$ cat src/rtl/counter.sv
// -----------------------------------------------------------------------------
// counter
//
// Synchronous up-counter with enable, modulo wrap and a registered
// terminal-count pulse. Intended as a generic timebase / debug event counter.
// The default configuration is a 4-bit modulo-16 counter stepping by one.
//
// Parameters
//   WIDTH        bit width of counter_out
//   MAX_COUNT    last value before wrap (legal 1 .. 2**WIDTH-1)
//   STEP         increment per enabled edge (legal 1 .. MAX_COUNT)
//   RESET_VALUE  value loaded by reset (must be <= MAX_COUNT)
//
// Ports
//   clock        in   1      rising-edge clock, only clock of the block
//   reset        in   1      synchronous, active-high reset
//   enable       in   1      count enable, sampled on the rising edge
//   counter_out  out  WIDTH  current count, registered
//   wrap         out  1      default build: one-cycle pulse in the cycle
//                            counter_out shows the post-wrap value;
//                            saturating build: level "saturated" flag
//
// Build option
//   COUNTER_SATURATE_EN  when defined the counter clamps at MAX_COUNT instead
//                        of wrapping, and wrap is high whenever counter_out
//                        equals MAX_COUNT (until reset). When undefined the
//                        modulo-wrap behaviour with a one-cycle pulse is used.
//
// Priority on every edge: reset > enable > hold. The register contents are
// undefined until the first reset edge.
// -----------------------------------------------------------------------------
module counter #(
  parameter int unsigned WIDTH       = 4,
  parameter int unsigned MAX_COUNT   = 2**WIDTH - 1,
  parameter int unsigned STEP        = 1,
  parameter int unsigned RESET_VALUE = 0
) (
  input  logic             clock,
  input  logic             reset,
  input  logic             enable,
  output logic [WIDTH-1:0] counter_out,
  output logic             wrap
);

  // All compare/add arithmetic is carried one bit wider than the count so
  // that count + STEP can never overflow before it is compared.
  localparam logic [WIDTH:0]   MAX_W   = (WIDTH+1)'(MAX_COUNT);
  localparam logic [WIDTH:0]   STEP_W  = (WIDTH+1)'(STEP);
  localparam logic [WIDTH-1:0] MAX_V   = WIDTH'(MAX_COUNT);
  localparam logic [WIDTH-1:0] RESET_V = WIDTH'(RESET_VALUE);
`ifndef COUNTER_SATURATE_EN
  // Modulus of the wrap; 2**WIDTH in the default build, hence WIDTH+1 bits.
  localparam logic [WIDTH:0]   MOD_W   = (WIDTH+1)'(MAX_COUNT + 1);
`endif

  logic [WIDTH-1:0] count_q, count_d;
  logic             wrap_q,  wrap_d;
  logic [WIDTH:0]   sum_w;
  logic             fits_w;

  // Candidate next value and whether it still lies inside 0..MAX_COUNT.
  // Testing sum <= MAX is the same as count <= MAX-STEP without needing a
  // subtraction that could go negative.
  assign sum_w  = {1'b0, count_q} + STEP_W;
  assign fits_w = (sum_w <= MAX_W);

  always_comb begin
    count_d = count_q;
    wrap_d  = 1'b0;
`ifdef COUNTER_SATURATE_EN
    if (enable) begin
      if (fits_w) begin
        count_d = WIDTH'(sum_w);
      end else begin
        count_d = MAX_V;
      end
    end
    // Level flag: follows "count sits at MAX". Once at MAX the count can only
    // leave through reset, so the flag is effectively cleared only by reset.
    wrap_d = (count_d == MAX_V);
`else
    if (enable) begin
      if (fits_w) begin
        count_d = WIDTH'(sum_w);
      end else begin
        // Overshoot past MAX folds back to the bottom of the range.
        count_d = WIDTH'(sum_w - MOD_W);
        wrap_d  = 1'b1;
      end
    end
`endif
  end

  always_ff @(posedge clock) begin
    if (reset) begin
      count_q <= RESET_V;
      wrap_q  <= 1'b0;
    end else begin
      count_q <= count_d;
      wrap_q  <= wrap_d;
    end
  end

  assign counter_out = count_q;
  assign wrap        = wrap_q;

endmodule

$ cat config.mk
export PLATFORM = sky130hd
export DESIGN_NAME = counter
export DESIGN_NICKNAME = d
export VERILOG_FILES = /design/src/rtl/counter.sv
export SDC_FILE = /design/constraint.sdc
export NUM_CORES = 1
export LEC_CHECK = 0
export ABC_CLOCK_PERIOD_IN_PS = 1300
export BUFFER_PORTS_ARGS = -buffer_cell sky130_fd_sc_hd__buf_2
export CAP_MARGIN = 15
export CORE_AREA = 2 2 39 41
export DETAILED_ROUTE_END_ITERATION = 8
export DIE_AREA = 0 0 41 43
export GPL_TIMING_DRIVEN = 0
export PLACE_DENSITY_LB_ADDON = 0.2
export SETUP_SLACK_MARGIN = 0.4
export SLEW_MARGIN = 10
export SYNTH_ARGS = -nofsm -noshare
export SYNTH_HDL_FRONTEND = slang
export SYNTH_SLANG_ARGS = --single-unit
$ cat constraint.sdc
create_clock -name clock -period 1.3 [get_ports clock]
set_clock_uncertainty 0.05 [all_clocks]
set_input_delay 0.195 -clock clock [delete_from_list [all_inputs] [get_ports clock]]
set_output_delay 0.195 -clock clock [all_outputs]
set_load 0.05 [all_outputs]
After elaboration in Yosys (flattened, before gate mapping)
Index checks and enable logic that the tools add are counted.
{ "word_totals": {"output_inout_bits": 5, "register_bits": 5, "inputBits": 3, "elab_cells": 9} }
{ "op_classes": {"n_reduce_logical": 1, "mux": 2, "bitwise_logic": 1, "magnitude_cmp": 1, "add_sub_neg": 2} }
{ "op_table": {"columns": ["cell", "n"], "rows": [
  ["$add A4 B1 Y5 const B", 1],
  ["$le A5 B4 Y1 const B", 1],
  ["$mux W4", 1],
  ["$sub A4 B1 Y4 const B", 1],
  ["$reduce_or A2 Y1", 1],
  ["$mux W1", 1],
  ["$not A1 Y1", 1]
]} }

Logic depth before layout (Yosys ltp)
Gate-level depths: netlist (run 1).
{ "logic_depth": {"word_depth": 3, "mapped_depth": 5, "ltp_nobuf": 5} }

Worst setup path after synthesis (run 1)
No wires, ideal clock.
{ "synth_path": {"path_type": "register to register", "from": "register count_q[0] (netlist: counter_out[0])", "to": "register wrap_q (netlist: wrap)", "setup_ns": 0.079, "required_time_ns": 1.171, "slack_ns": -0.373, "arrival_ns": 1.544, "period_less_slack_ns": 1.673, "stages_incl_launch_ff": 6, "cell_sequence": "dfxtp_1 -> inv_1 -> ha_1 -> nor3_2 -> o21ai_1 -> a211oi_2"} }
{ "synth_via": {"elab_chain_len": 3} }
{ "synth_lines": {"columns": ["element", "line_no", "text"], "rows": [
  ["start, declared", "56", "logic [WIDTH-1:0] count_q, count_d;"],
  ["start signal, assigned", "99", "count_q <= count_d;"],
  ["$add A4 B1 Y5", "64", "assign sum_w = {1'b0, count_q} + STEP_W;"],
  ["net sum_w[0]", "58", "logic [WIDTH:0] sum_w;"],
  ["$le A5 B4 Y1", "65", "assign fits_w = (sum_w <= MAX_W);"],
  ["$mux W1", "83", "if (fits_w) begin"],
  ["end signal, assigned", "100", "wrap_q <= wrap_d;"],
  ["end, declared", "57", "logic wrap_q, wrap_d;"]
]} }
The timed path passes the listed nets, and every way through them passes these cells.
A chain may end at the register's enable or synchronous reset.

Worst setup path after layout (run 1)
{ "layout_path": {"from": "register count_q[0] (netlist: counter_out[0])", "to": "register count_q[1] (netlist: counter_out[1])"} }
{ "layout_via": {"elab_chain_len": 3, "word_cells_on_any_way": 4, "cone_classes": "add/sub (2); order compare (1); mux (1)"} }
{ "layout_lines": {"columns": ["element", "line_no"], "rows": [
  ["$add A4 B1 Y5 (*)", "64"],
  ["net sum_w[0]", "58"],
  ["$sub A4 B1 Y4 or $le A5 B4 Y1 (tied branches)", "87, 65"],
  ["$mux W4 (*)", "83"]
]} }
Mark *: on every way through the listed nets, which the timed path passes. The rest lies on a longest branch.

==> summary.md, run 1 <==
| Metric | Value |
|---|---|
| Number of diodes | `0` |
| TNS Setup | `0 ns` |
| Synth Register Bits | `5` |
| Static Leak | `around 0.18 nW` |
| Initial core utilization | `about 16%` |
| Hold Startpoint | `reset` |
| Cell taking the most area after synthesis | `dfxtp_1` |
| DR WL/cell | `9.63 µm` |
| H-tree levels | `1` |
| Vias | `around 230` |
| GR Util met2 | `10.6%` |
| Mean Syn Cell Area | `9.68 µm²` |
| # DRC | `0` |
| Global-route wire length before repair | `around 920 µm` |
| Synth warn | `0` |
| I/O Buffers | `7` |
| Total grt overflow | `0` |
| Final period util | `89.6%` |
| Layout area overhead | `102%` |
| Startpoint types | `flop` |
| Maxcap violations | `0` |
| Clock Path Buffers | `2` |
| Gr busiest metal | `met2` |
| Critical path class | `reg -> reg` |
| Largest cells by area after synthesis | `dfxtp_1, ha_1, xor2_1` |
| Iter 0 DRT Violations | `8` |
| Chip Height | `43 µm` |
| Final Wtd Congestion | `between 0.7 and 0.8` |
| Fmax | `0.859 GHz` |
| I/O Pins | `8` |
| Yosys top cell area share | `between 40% and 50%` |
| TritonCTS Buffers | `3` |
| CP Max Fanout | `3` |
| Synthesized cell area | `around 220 µm²` |
| Hold Crit Class | `in -> reg` |
| Reg2reg setup slack | `about 0.14 ns` |
| Final ANT Viol Nets | `0` |
| Placed cells | `between 40 and 50` |
| Final Setup Violations | `0` |
| Initial antenna violation count | `0` |
| Met1 Track Usage GR | `9.35%` |
| Pwr dens | `about 1100 nW/µm²` |
| M3 GR Usage | `roughly 5.2%` |
| Worst endpoint data arrival time | `1.27 ns` |
| Die area | `between 1500 and 2000 µm²` |
| RSZ-0062 raised after global routing | `yes` |
| Most frequent cells in the layout | `dfxtp_4, buf_6, buf_4` |
| Skew-Pair Late Insertion Delay | `0.24 ns` |
| DRT Pass-1 Iters | `4` |
| Via density | `about 4.0` |
| Crit path time final | `approximately 1.2 ns` |
| Maximum VDD drop | `between 0.2 and 0.3 mV` |
| Share of the core filled with cells | `around a third` |
| Clk slew on worst S/H paths | `about 0.04 ns` |
| Critical path data required time | `1.41 ns` |
| Hold Vio Cnt, Final | `0` |
| Vias in the first global route | `approximately 240` |
| CTS root buffer | `clkbuf_4` |
| Gate Count Post-Synth | `23` |
| Total global-route track usage | `under 10%` |
| Slew @ Worst Pin | `0.253 ns` |
| CTS tree | `yes` |
| Hold endpoint | `wrap$_SDFF_PP0_` |
| Count of different cell masters after synthesis | `12` |
| Largest net degree at the start of global routing | `7` |
| Max Slew Vio Count | `0` |
| Crit. End Element | `flop` |
| Outcome | `completed` |
| Seq/Total Area, Yosys | `between 40 and 50%` |
| Clock sinks | `5` |
| Share of cells above drive strength 1 | `approximately two thirds` |
| Layout Nets | `47` |
| Post-Route WL | `approximately 550 µm` |
| Area of the core | `around 1400 µm²` |
| CTS Hold Bufs | `0` |
| Reg2Reg Depth | `5` |
| R2R Path End | `counter_out[1]$_SDFFE_PP0P_` |
| Row Count | `14` |
| Final std cells w/o fill | `57` |
| RR Startpoint | `counter_out[0]$_SDFFE_PP0P_` |
| Post-DP HPWL | `314 µm` |
| Die W | `slightly above 40 µm` |
| Synthesized Nets | `28` |
| Slew HR | `a little over four fifths` |
| Hold depth | `2` |
## repair_timing
item                                    CTS  global route
gates cloned                              0             0
resized for setup                        15             4
endpoints found under the setup margin    8             9
buffers inserted                          5             2
hold endpoints to repair                  0             0
pin swaps                                 7             2
## worst max-delay path by stage
stage | cells after the start | slack, ns | from | endpoint
6_report | 5 | 0.14 | counter_out[0]$_SDFFE_PP0P_ | counter_out[1]$_SDFFE_PP0P_
5_1_grt | 5 | 0.08 | counter_out[0]$_SDFFE_PP0P_ | wrap$_SDFF_PP0_
4_1_cts | 5 | 0.17 | counter_out[0]$_SDFFE_PP0P_ | wrap$_SDFF_PP0_
3_5_place_dp | 5 | 0.07 | counter_out[0]$_SDFFE_PP0P_ | wrap$_SDFF_PP0_
3_3_place_gp | 5 | 0.05 | counter_out[0]$_SDFFE_PP0P_ | wrap$_SDFF_PP0_
2_1_floorplan | 5 | 0.007 | counter_out[0]$_SDFFE_PP0P_ | wrap$_SDFF_PP0_
## critical path: stages (launching register included)
cell      delay [ns]
dfxtp_4         0.35
inv_2           0.04
ha_4            0.21
buf_4           0.13
buf_6           0.10
a211oi_2        0.19
## synth_stat cells
library cell	number
dfxtp_1	5
nor2_1	4
nand2_1	3
ha_1	2
xor2_1	2
a211oi_1	1
a211oi_2	1
inv_1	1
nand4_1	1
nor3_2	1
o21ai_1	1
xnor2_1	1
## metal layers
layer / part of all wire (%) / wire, µm
met5: 0 / 0
met4: 3.8 / 21
met3: 7.3 / 40
met2: 46 / 253
met1: 43 / 234
## power by group
group | total, mW | switching, mW | internal, mW
logic | 0.143 | 0.0701 | 0.0731
clock network | 0.183 | 0.0670 | 0.116
registers | 0.167 | 0.00919 | 0.158
## cell type report
cell class              count  area (µm²)
clock buffers               4        26.3
inverters                   1        3.75
repair buffers             14         135
multi-input cells          17         150
flip-flops and latches      5         115
fillers                   151         933
well taps                  16        20.0
## per-stage QoR
step	setup WS [ns]	hold WS, ns	instance area (µm²)	total power [mW]
after detailed placement	0.0662	0.379	303	0.251
after CTS	0.170	0.125	422	0.487
after global placement	0.0529	0.379	303	0.250
final	0.135	0.133	450	0.494
after floorplan	0.00742	0.208	248	0.230
after global routing	0.0790	0.132	450	0.526
## flip-flops by register name (all words and copies together) (netlist names)
name and count:
wrap 1, counter_out 4
## logic make-up (layout without fill, tap and decap cells)
family / after synthesis / count (layout) / synth area share, %
AND/OR/NAND/NOR: 9 / 9 / 19.1
flip-flops: 5 / 5 / 44.9
buffers and inverters: 1 / 19 / 1.68
XOR/XNOR: 3 / 3 / 11.8
adder cells (fa/ha/maj): 2 / 2 / 11.2
AO/OA/AOI/OAI: 3 / 3 / 11.2
(Power assumes the default switching activity.)
==> run 2: changes to the inputs <==
--- a/config.mk
+++ b/config.mk
@@ -8,6 +8,8 @@
 export ABC_CLOCK_PERIOD_IN_PS = 1300
 export BUFFER_PORTS_ARGS = -buffer_cell sky130_fd_sc_hd__buf_2
 export CAP_MARGIN = 15
+export CELL_PAD_IN_SITES_DETAIL_PLACEMENT = 1
+export CELL_PAD_IN_SITES_GLOBAL_PLACEMENT = 2
 export CORE_AREA = 2 2 39 41
 export DETAILED_ROUTE_END_ITERATION = 8
 export DIE_AREA = 0 0 41 43
==> run 2 against run 1 <==
Flip-flop and latch count did not move. Clock power barely moved. Non-clock buffer count fell by 1. Sequential power barely moved. Highest routed layer is now met3.
==> summary.md, run 2 (synthesis results as in run 1) <==
| Metric | Value |
|---|---|
| Outcome | `completed (unchanged)` |
| Via density | `3.84 (was 4.02)` |
| Most frequent cells in the layout | `buf_4, nor2_1, buf_8 (was dfxtp_4, buf_6, buf_4)` |
| Final setup margin | `0.171 ns (was 0.135 ns)` |
| Switching part of the total | `29.2% (was 29.6%)` |
| Worst endpoint data arrival time | `1.24 ns (was 1.27 ns)` |
| Share of cells above drive strength 1 | `65.0% (was 65.9%)` |
| Die W | `41 µm (unchanged)` |
| TNS Setup | `0 ns (unchanged)` |
| # DRC | `0 (unchanged)` |
| Initial antenna violation count | `0 (unchanged)` |
| Most common cell after layout, fill and taps aside | `buf_4` |
| Critical path class | `reg -> reg (unchanged)` |
| Reg2Reg Depth | `5 (unchanged)` |
| Gate power share | `25.9% (was 29.0%)` |
| Max Slew Vio Count | `0 (unchanged)` |
| Iter 0 DRT Violations | `10 (was 8)` |
| Crit. End Element | `flop (unchanged)` |
| Maxcap violations | `0 (unchanged)` |
| Cell-by-cell trace of the critical path | `inv_4 -> ha_4 -> nor3_4 -> o21ai_2 -> a211oi_2 (was inv_2 -> ha_4 -> buf_4 -> buf_6 -> a211oi_2)` |
| CTS tree | `yes (unchanged)` |
| Largest net degree at the start of global routing | `7 (unchanged)` |
| Slew HR | `87.9% (was 83.3%)` |
| Clock Path Buffers | `2 (unchanged)` |
| M3 GR Usage | `4.71% (was 5.24%)` |
| Hold depth | `2 (unchanged)` |
| Met1 Track Usage GR | `10.7% (was 9.35%)` |
| Die area | `1760 µm² (unchanged)` |
| I/O Buffers | `7 (unchanged)` |
| DRT Pass-1 Iters | `2 (was 4)` |
| Hold Crit Class | `in -> reg (unchanged)` |
| Post-DP HPWL | `402 µm (was 314 µm)` |
| Maximum VDD drop | `0.448 mV (was 0.285 mV)` |
| H-tree levels | `1 (unchanged)` |
| Post-Route WL | `557 µm (was 549 µm)` |
| Net Sw Power | `0.138 mW (was 0.146 mW)` |
| Initial core utilization | `16.1% (unchanged)` |
| Vias | `215 (was 229)` |
| Max reg flops | `4 (unchanged)` |
| CP peak stage delay | `0.36 ns (was 0.35 ns)` |
| Fmax | `0.886 GHz (was 0.859 GHz)` |
| Hold Vio Cnt, Final | `0 (unchanged)` |
| Final ANT Viol Nets | `0 (unchanged)` |
| Area of the core | `1380 µm² (unchanged)` |
| Startpoint types | `flop (unchanged)` |
| I/O Pins | `8 (unchanged)` |
| Final Wtd Congestion | `0.583 (was 0.725)` |
| Vias in the first global route | `251 (was 243)` |
| Register share of total power | `36.0% (was 33.9%)` |
| P_int | `0.335 mW (was 0.347 mW)` |
| Slowest cell on crit path | `dfxtp_4 (unchanged)` |
| TritonCTS Buffers | `3 (unchanged)` |
| Final Setup Violations | `0 (unchanged)` |
| Number of diodes | `0 (unchanged)` |
| Layout Nets | `46 (was 47)` |
| Clock power share | `38.1% (was 37.1%)` |
| GR Util met2 | `13.8% (was 10.6%)` |
| Critical path data required time | `1.41 ns (about the same)` |
| Slew @ Worst Pin | `0.181 ns (was 0.253 ns)` |
| Global-route wire length before repair | `1060 µm (was 924 µm)` |
| Dpl ws | `0.0641 ns (was 0.0662 ns)` |
| Pwr dens | `1090 nW/µm² (was 1100 nW/µm²)` |
| Crit path time final | `1.13 ns (was 1.16 ns)` |
| RSZ-0062 raised after global routing | `yes (unchanged)` |
| Gr busiest metal | `met2 (unchanged)` |
| CTS Hold Bufs | `0 (unchanged)` |
| Static Leak | `0.174 nW (was 0.178 nW)` |
| Total global-route track usage | `9.58% (was 8.54%)` |
| CP Max Fanout | `3 (unchanged)` |
| Chip Height | `43 µm (unchanged)` |
| Total grt overflow | `0 (unchanged)` |
| Row Count | `14 (unchanged)` |
| DR WL/cell | `9.95 µm (was 9.63 µm)` |
| Skew-Pair Late Insertion Delay | `0.23 ns (was 0.24 ns)` |
| Final period util | `86.8% (was 89.6%)` |
| CTS root buffer | `clkbuf_4 (unchanged)` |
| Layout area overhead | `95.5% (was 102%)` |
| Clock sinks | `5 (unchanged)` |
| Clk slew on worst S/H paths | `0.05 ns (was 0.04 ns)` |
## run 2: power by group through the flow
stage	logic (mW)	registers, mW	clock network [mW]
finish	0.123	0.170	0.180
global route	0.134	0.171	0.205
CTS	0.119	0.168	0.192
detailed placement	0.0753	0.177	0
global placement	0.0744	0.176	0
floorplan	0.0306	0.199	0
## run 2: worst paths after layout
check                                    from               to  slack, ns
setup reg to reg  counter_out[0]$_SDFFE_PP0P_  wrap$_SDFF_PP0_       0.17
setup / recovery  counter_out[0]$_SDFFE_PP0P_  wrap$_SDFF_PP0_       0.17
hold / removal                          reset  wrap$_SDFF_PP0_       0.13
hold reg to reg   counter_out[3]$_SDFFE_PP0P_  wrap$_SDFF_PP0_       0.56
## run 2: metal layers
layer | part of all wire [%] | wire [µm]
met4 | 0 | 0
met5 | 0 | 0
met2 | 51 | 286
met1 | 43 | 238
met3 | 5.7 | 32
## run 2: stage by stage
stage                     power (mW)  hold WS (ns)  area (µm²)  util (%)  std cells
after floorplan                0.230         0.208         248         -         23
after global placement         0.251         0.385         303      21.9         46
after detailed placement       0.252         0.386         303      21.9         46
after CTS                      0.480         0.123         423      30.6         56
after global routing           0.510         0.134         435      31.5         56
final                          0.473         0.133         435      31.5         56
## run 2: timing repair
| item | 4_1_cts | 5_1_grt |
|---|---|---|
| endpoints found under the hold margin | 0 | 0 |
| pin swaps | 4 | 5 |
| setup endpoints to repair | 8 | 9 |
| buffers inserted | 6 | 0 |
| resized for setup | 14 | 4 |
| cloned | 0 | 0 |
## run 2: layout make-up
cell class                 instances  area (µm²)
fill                             166         948
multi-input combinational         17         144
timing repair buffer              13         126
sequential                         5         113
clock buffer                       4        26.3
tap                               16        20.0
inverter                           1        6.26
## run 2: critical path: cells and delay by family (launching register included)
family                   cells  cell delay, ns
adder cells (fa/ha/maj)      1            0.21
flip-flops                   1            0.36
AO/OA/AOI/OAI                2            0.26
buffers and inverters        1            0.04
AND/OR/NAND/NOR              1            0.14
